File: src/rtl/circuit2_pipe.sv
// circuit2_pipe: two-stage valid/ready arithmetic pipeline.
// Stage 1 registers a+b, a+c, a-b, carry and shift; stage 2 selects/shifts.
// Ports: clk, rst (async, active-low); a, b, c, sh_amt, in_valid -> in_ready;
//        x, z, flags {lt,eq,carry_d}, out_valid <- out_ready.
module circuit2_pipe #(
  parameter int DATAWIDTH = 32,
  parameter int SHW       = $clog2(DATAWIDTH)
) (
  input  logic                 clk,
  input  logic                 rst,
  input  logic [DATAWIDTH-1:0] a,
  input  logic [DATAWIDTH-1:0] b,
  input  logic [DATAWIDTH-1:0] c,
  input  logic [SHW-1:0]       sh_amt,
  input  logic                 in_valid,
  output logic                 in_ready,
  output logic [DATAWIDTH-1:0] x,
  output logic [DATAWIDTH-1:0] z,
  output logic [2:0]           flags,
  output logic                 out_valid,
  input  logic                 out_ready
);

  localparam int W = DATAWIDTH;

  logic         s1_valid_q, s1_valid_d;
  logic [W-1:0] d_q, d_d;
  logic [W-1:0] e_q, e_d;
  logic [W-1:0] f_q, f_d;
  logic         carry_q, carry_d;
  logic [SHW-1:0] sh_q, sh_d;

  logic         ov_q, ov_d;
  logic [W-1:0] x_q, x_d;
  logic [W-1:0] z_q, z_d;
  logic [2:0]   flags_q, flags_d;

  logic         s2_load_ok;
  logic         in_fire;
  logic         s1_fire;
  logic         out_fire;
  logic [W:0]   sum_ab;

  logic         lt, eq;
  logic [W-1:0] g, h;

  assign s2_load_ok = !ov_q || out_ready;
  // Reset gates ready so no transfer is advertised while held in reset.
  assign in_ready   = rst && (!s1_valid_q || s2_load_ok);
  assign in_fire    = in_valid && in_ready;
  assign s1_fire    = s1_valid_q && s2_load_ok;
  assign out_fire   = ov_q && out_ready;

  assign sum_ab = {1'b0, a} + {1'b0, b};

  assign lt = d_q < e_q;
  assign eq = d_q == e_q;
  assign g  = lt ? e_q : d_q;
  assign h  = eq ? f_q : g;

  always_comb begin
    s1_valid_d = s1_valid_q;
    d_d        = d_q;
    e_d        = e_q;
    f_d        = f_q;
    carry_d    = carry_q;
    sh_d       = sh_q;
    if (s1_fire)
      s1_valid_d = 1'b0;
    if (in_fire) begin
      s1_valid_d = 1'b1;
      d_d        = sum_ab[W-1:0];
      e_d        = a + c;
      f_d        = a - b;
      carry_d    = sum_ab[W];
      sh_d       = sh_amt;
    end
  end

  always_comb begin
    ov_d    = ov_q;
    x_d     = x_q;
    z_d     = z_q;
    flags_d = flags_q;
    if (out_fire)
      ov_d = 1'b0;
    // A stage-2 load in the same cycle as an output transfer replaces it.
    if (s1_fire) begin
      ov_d    = 1'b1;
      x_d     = lt ? (g << sh_q) : g;
      z_d     = eq ? (h >> sh_q) : h;
      flags_d = {lt, eq, carry_q};
    end
  end

  always_ff @(posedge clk or negedge rst) begin
    if (!rst) begin
      s1_valid_q <= 1'b0;
      d_q        <= '0;
      e_q        <= '0;
      f_q        <= '0;
      carry_q    <= 1'b0;
      sh_q       <= '0;
      ov_q       <= 1'b0;
      x_q        <= '0;
      z_q        <= '0;
      flags_q    <= '0;
    end else begin
      s1_valid_q <= s1_valid_d;
      d_q        <= d_d;
      e_q        <= e_d;
      f_q        <= f_d;
      carry_q    <= carry_d;
      sh_q       <= sh_d;
      ov_q       <= ov_d;
      x_q        <= x_d;
      z_q        <= z_d;
      flags_q    <= flags_d;
    end
  end

  assign x         = x_q;
  assign z         = z_q;
  assign flags     = flags_q;
  assign out_valid = ov_q;

endmodule

File: config.mk
export PLATFORM = sky130hd
export DESIGN_NAME = circuit2_pipe
export DESIGN_NICKNAME = d
export VERILOG_FILES = /design/src/rtl/circuit2_pipe.sv
export SDC_FILE = /design/constraint.sdc
export NUM_CORES = 1
export LEC_CHECK = 0
export ABC_CLOCK_PERIOD_IN_PS = 4440
export BUFFER_PORTS_ARGS = -buffer_cell sky130_fd_sc_hd__buf_4
export CORE_UTILIZATION = 45
export CTS_CLUSTER_SIZE = 14
export DETAILED_ROUTE_END_ITERATION = 8
export PLACE_DENSITY_LB_ADDON = 0.1
export SYNTH_ARGS = -nofsm -noshare
export SYNTH_HDL_FRONTEND = slang
export SYNTH_SLANG_ARGS = --single-unit
File: constraint.sdc
create_clock -name clk -period 4.44 [get_ports clk]
set_input_delay 0.666 -clock clk [delete_from_list [all_inputs] [get_ports clk]]
set_output_delay 0.666 -clock clk [all_outputs]
set_load 0.02 [all_outputs]
* Word level (Yosys, flattened, before mapping)
Cells that the tools add are included.
** Word-level totals
- Bits in registers :: 171
- Output and inout bits :: 69
- Word-level logic and storage cells :: 35
** Cells by class
- $add $sub $neg :: 3
- Order comparisons :: 1
- Equality and inequality tests :: 1
- Shift operators :: 2
- Muxes and demuxes :: 8
- Reduce and logical (&&, ||, !) cells :: 10
** Operator list (number)
- $mux 32 :: 4
- $add 32x32->33 :: 1
- $add 32x32->32 :: 1
- $eq 32x32->1 :: 1
- $lt 32x32->1 :: 1
- $shl 32x5->32 :: 1
- $shr 32x5->32 :: 1
- $sub 32x32->32 :: 1
- $logic_and 1x1->1 :: 4
- $mux 1 :: 4
- $reduce_bool 2->1 :: 2
- $logic_not 1->1 :: 2
- $logic_or 1x1->1 :: 2

* Depth between registers and ports, before layout
- Depth after elaboration :: 6
- Mapped depth :: 17

* Worst setup path before layout
Ideal clock, no wire load.
- Kind :: reg2reg
- From :: register d_q[31]
- To :: register x_q[29], in the netlist x[29]
- Library setup time :: 0.131 ns
- Arrival :: 3.407 ns
- Data required time :: 4.309 ns
- Path slack :: 0.902 ns
- Cell stages (with the launch flop) :: 14
- Path buffers :: 1
- Clock period less this slack :: 3.538 ns
- Cell sequence :: dfrtp_1 -> ha_1 -> nand4_2 -> nor4_4 -> and2_4 -> o31ai_4 -> nand3_4 -> buf_6 -> mux2i_1 -> a21oi_1 -> mux4_2 -> mux4_2 -> a21oi_1 -> o21ai_1
** Between the ends
- Word-level cells in the longest chain between the ends :: 4
** Ends and longest elaborated chain
- start: declaration :: RTL line 27 : logic [W-1:0] d_q, d_d;
- start signal: assignment :: RTL line 99 : d_q <= '0;
- start signal: assignment :: RTL line 110 : d_q <= d_d;
- $lt 32x32->1 :: RTL line 56 : assign lt = d_q < e_q;
- $mux 32 :: RTL line 58 : assign g = lt ? e_q : d_q;
- $shl 32x5->32 :: RTL line 90 : x_d = lt ? (g << sh_q) : g;
- $mux 32 (*) :: RTL line 90
- end signal: assignment :: RTL line 105 : x_q <= '0;
- end signal: assignment :: RTL line 116 : x_q <= x_d;
- end: declaration :: RTL line 34 : logic [W-1:0] x_q, x_d;
Mark *: on every way between the ends. The rest lies on a longest branch, timed or not.
A chain may end at the register's enable or synchronous reset.

* Worst setup path after layout
- From :: register e_q[8]
- To :: register z_q[4], in the netlist z[4]
** Between the ends
- Word-level cells in the longest chain between the ends :: 5
- Elaborated cells on any way between the ends :: 6
- Those cells by class :: order compare: 1; eq/ne: 1; shift: 1; mux: 3
** Ends and longest elaborated chain
- start: declaration :: RTL line 28 : logic [W-1:0] e_q, e_d;
- start signal: assignment :: RTL line 100 : e_q <= '0;
- start signal: assignment :: RTL line 111 : e_q <= e_d;
- $lt 32x32->1 :: RTL line 56
- $mux 32 :: RTL line 58
- $mux 32 :: RTL line 59 : assign h = eq ? f_q : g;
- $shr 32x5->32 :: RTL line 91 : z_d = eq ? (h >> sh_q) : h;
- $mux 32 (*) :: RTL line 91
- end signal: assignment :: RTL line 117 : z_q <= z_d;
- end: declaration :: RTL line 35 : logic [W-1:0] z_q, z_d;
Marks and branches as above.

==> flow_metrics.env <==
export IMPL_first_global_vias=16290
export IMPL_cts_path_max_buffers=2
export IMPL_synth_fa_ha_area_share_pct=9.77
export IMPL_syn_area_um2=16700
export IMPL_yosysSeqAreaShare_pct=25.4
export IMPL_syn_inst=2023
export IMPL_critPathLaunch="e_q[8]"
export IMPL_rows=70
export IMPL_fin_crit_sh_pct=96.1
export IMPL_fin_crit_ns=4.27
export IMPL_antenna_found_initial=0
export IMPL_max_freq_mhz=234
export IMPL_worstMarginPinSlew_ns=0.962
export IMPL_synth_edf_count=0
export IMPL_dr_total_vias=17244
export IMPL_drtAntennaViolNets=0
export IMPL_yosysUniqueCellTypes=89
export IMPL_crit_end="z[4]"
export IMPL_crit_family="compound AO/OA/AOI/OAI gates"
export IMPL_cts_root_buffer="clkbuf_16"
export IMPL_nNetsFinal=2474
export IMPL_ir_worst_vdd_v=0.000273
export IMPL_avgSynthCellArea_um2=8.28
export IMPL_nFillCells=3489
export IMPL_gr_usage_all_layers_pct=34.7
export IMPL_worstRegToRegCells=14
export IMPL_drc_errors=0
export IMPL_path_max_fanout=10
export IMPL_slowest_delay_ns=0.61
export IMPL_ios=174
export IMPL_layout_drive_gt1_share_pct=21.7
export IMPL_slowest_stage="o31ai_1"
export IMPL_crit_cells=14
export IMPL_ys_ff_latch=170
export IMPL_grt_max_degree=77
export IMPL_synth_nets=2257
export IMPL_worstPathRequired_ns=4.77
export IMPL_place_congestion=1.03
export IMPL_die_area_um2=38000
export IMPL_crit_type="reg2reg"
export IMPL_cts_resized=0
export IMPL_stdcell_count=2721
export IMPL_n_antenna_cell=0
export IMPL_cts_max_level=4
export IMPL_ff2ff_setup_slack_ns=0.17
export IMPL_finalSetupTns_ns=0
export IMPL_cts_made_buffers=17
export IMPL_syn_to_final_growth_pct=20.0
export IMPL_dpl_worst_slack_ns=0.0520
export IMPL_dr_pass1_iters=7
export IMPL_r2r_start="e_q[8]"
export IMPL_critical_path_buf_inv_count=2
export IMPL_r2r_end="z[4]"
export IMPL_dp_hpwl_um=52300
export IMPL_numClockSinks=170
export IMPL_synth_top_flop_cell="dfrtp_1"
export IMPL_post_synth_mux_area_share_pct=13.6
export IMPL_dpl_cell_count=2689
export IMPL_finClkSkew_ns=0.0159
export IMPL_fin_ws_ns=0.172
export IMPL_ys_warnings_count=0
export IMPL_port_buffers=173
export IMPL_drt_iter0_markers=1900
export IMPL_coreArea_um2=36600
export IMPL_finalMaxSlewViolations=0
export IMPL_crit_path_end_kind="flop"
export IMPL_die_w_um=195
export IMPL_synth_top_family_by_area="compound AO/OA/AOI/OAI gates"
export IMPL_rsz0062_at_grt="false"
export IMPL_wire_per_inst_um=24.2
export IMPL_start_util_pct=45.7
export IMPL_cts_clk_slew_worst_paths_ns=0.07
export IMPL_clock_latency_ns=0.47
export IMPL_drv_cap=0
export IMPL_die_h_um=195
export IMPL_power_density_nw_per_um2=571
export IMPL_outcome="finished clean"
export IMPL_power_leakage_nw=9.10
export IMPL_cts_setup_buffers=0
export IMPL_via_per_inst=6.34
export IMPL_cp_cell_sequence="inv_1 > ha_1 > a21o_1 > nand3_1 > a21oi_1 > o31a_2 > buf_4 > o31ai_1 > o211ai_1 > o211ai_1 > nand3_1 > a32o_1 > a221oi_1 > a31oi_1"
export IMPL_cts_tree="done"
export IMPL_async_reset_ff_share_pct=100
export IMPL_crit_arrival_ns=4.60
export IMPL_setup_violations=0
export IMPL_finish_instance_area_um2=20100
export IMPL_finalHoldViolCount=0
export IMPL_dpl_cell_area_um2=19400
export IMPL_synth_xor_area_share_pct=4.03
export IMPL_drt_total_wl_um=65800
export IMPL_relSlewSlack_pct=35.9
export IMPL_hold_path_class="in2async"
export IMPL_hold_buffers=0
export IMPL_power_w=0.0115
export IMPL_grt_pass1_wl_um=99700
export IMPL_synth_compound_area_share_pct=25.1
export IMPL_overflow=0
export IMPL_synthSimpleGateAreaFrac_pct=16.4
export IMPL_cp_start_kind="flop"
[Yosys cell counts, types with 7 or more instances]
library cell	instances	share of area (%)
a211o_1	7	0.37
a211oi_1	22	0.99
a21o_1	22	0.99
a21oi_1	138	4.1
a221oi_1	10	0.52
a22oi_1	10	0.45
a31oi_1	40	1.5
a32o_1	8	0.48
and2_1	16	0.60
and3_1	9	0.34
buf_1	14	0.31
buf_2	8	0.24
clkbuf_1	108	2.4
dfrtp_1	170	25
ha_1	126	9.4
inv_1	105	2.4
mux2_2	28	1.9
mux2i_1	67	4.0
mux4_2	57	7.7
nand2_1	243	5.4
nand2b_1	26	0.97
nand3_1	28	0.84
nand4_1	17	0.63
nor2_1	167	3.7
nor2b_1	13	0.49
nor3_1	46	1.4
nor4_1	9	0.34
o211ai_1	25	1.1
o21a_1	21	0.94
o21ai_0	162	4.8
o21ai_1	14	0.42
o21bai_1	15	0.67
o221ai_1	9	0.47
o22ai_1	16	0.60
o31a_1	14	0.73
o31ai_1	27	1.2
or3_1	12	0.45
xnor2_1	55	2.9
xor2_1	22	1.2
[layout make-up]
type	instances	area [µm²]	area share [%]
Inverter	108	405	2.02
Clock inverter	15	236	1.18
Multi-Input combinational cell	1608	11600	57.6
Timing Repair Buffer	335	2620	13.0
Sequential cell	170	4260	21.2
Tap cell	468	586	2.91
Clock buffer	17	425	2.12
[power breakdown]
part,internal [W],switching (W),leakage [nW],total [W]
clock network,0.00101,0.000702,0.325,0.00171
registers,0.00203,0.000473,2.08,0.00250
logic,0.00311,0.00416,6.69,0.00727
[logic make-up after synthesis]
logic type / count (synthesis)
compound gates: 642
simple gates: 608
buf+inv: 245
flops: 170
mux: 152
fa+ha+maj: 129
xor+xnor: 77
[per-layer routing]
layer / wire [µm] / vias to the layer above / part of all wire [%] / track usage [%]
met2: 28400 / 861 / 43 / 51.8
met1: 29400 / 8359 / 45 / 49.2
met5: 0 / - / 0 / 0
li1: - / 7891 / - / -
met4: 3040 / 0 / 4.6 / 16.8
met3: 4910 / 133 / 7.5 / 4.62
[flip-flops by register name (all words and copies together), names as in the netlist]
name	flops
out_valid	1
flags	3
e_q	32
sh_q	5
s1_valid_q	1
d_q	31
f_q	32
carry_q	1
x	32
z	32
[metrics by stage]
step                      util (%)  hold slack (ns)
after floorplan                  -            0.370
after global placement        53.0            0.462
after detailed placement      53.0            0.471
after CTS                     54.8          0.00865
after global routing          54.9           0.0174
final                         54.9           0.0227
[how the worst min path moves through the flow]
| stage | slack (ns) | to | cells past startpoint |
|---|---|---|---|
| final | 0.02 | x[7] | 1 |
| after global routing | 0.02 | x[7] | 1 |
| after CTS | 0.009 | x[7] | 1 |
| after detailed placement | 0.47 | e_q[29] | 2 |
| after global placement | 0.46 | e_q[27] | 2 |
| after floorplan | 0.37 | carry_q | 0 |
[placed cells by master, fill, tap and decap left out, types with 10 or more instances in the layout]
cell | Yosys | layout
buf_4 | 3 | 326
nand2_1 | 243 | 241
dfrtp_1 | 170 | 169
nor2_1 | 167 | 167
o21ai_0 | 162 | 162
a21oi_1 | 138 | 137
ha_1 | 126 | 126
inv_1 | 105 | 104
mux2i_1 | 67 | 65
mux4_2 | 57 | 57
xnor2_1 | 55 | 55
nor3_1 | 46 | 45
a31oi_1 | 40 | 40
mux2_2 | 28 | 28
o31ai_1 | 27 | 27
nand3_1 | 28 | 27
nand2b_1 | 26 | 26
o211ai_1 | 25 | 25
a21o_1 | 22 | 22
xor2_1 | 22 | 22
a211oi_1 | 22 | 22
o21a_1 | 21 | 21
nand4_1 | 17 | 17
clkbuf_16 | 0 | 17
o22ai_1 | 16 | 16
and2_1 | 16 | 15
o21bai_1 | 15 | 15
o21ai_1 | 14 | 14
o31a_1 | 14 | 14
nor2b_1 | 13 | 13
or3_1 | 12 | 12
a22oi_1 | 10 | 10
Power figures use the tool's default switching activity.
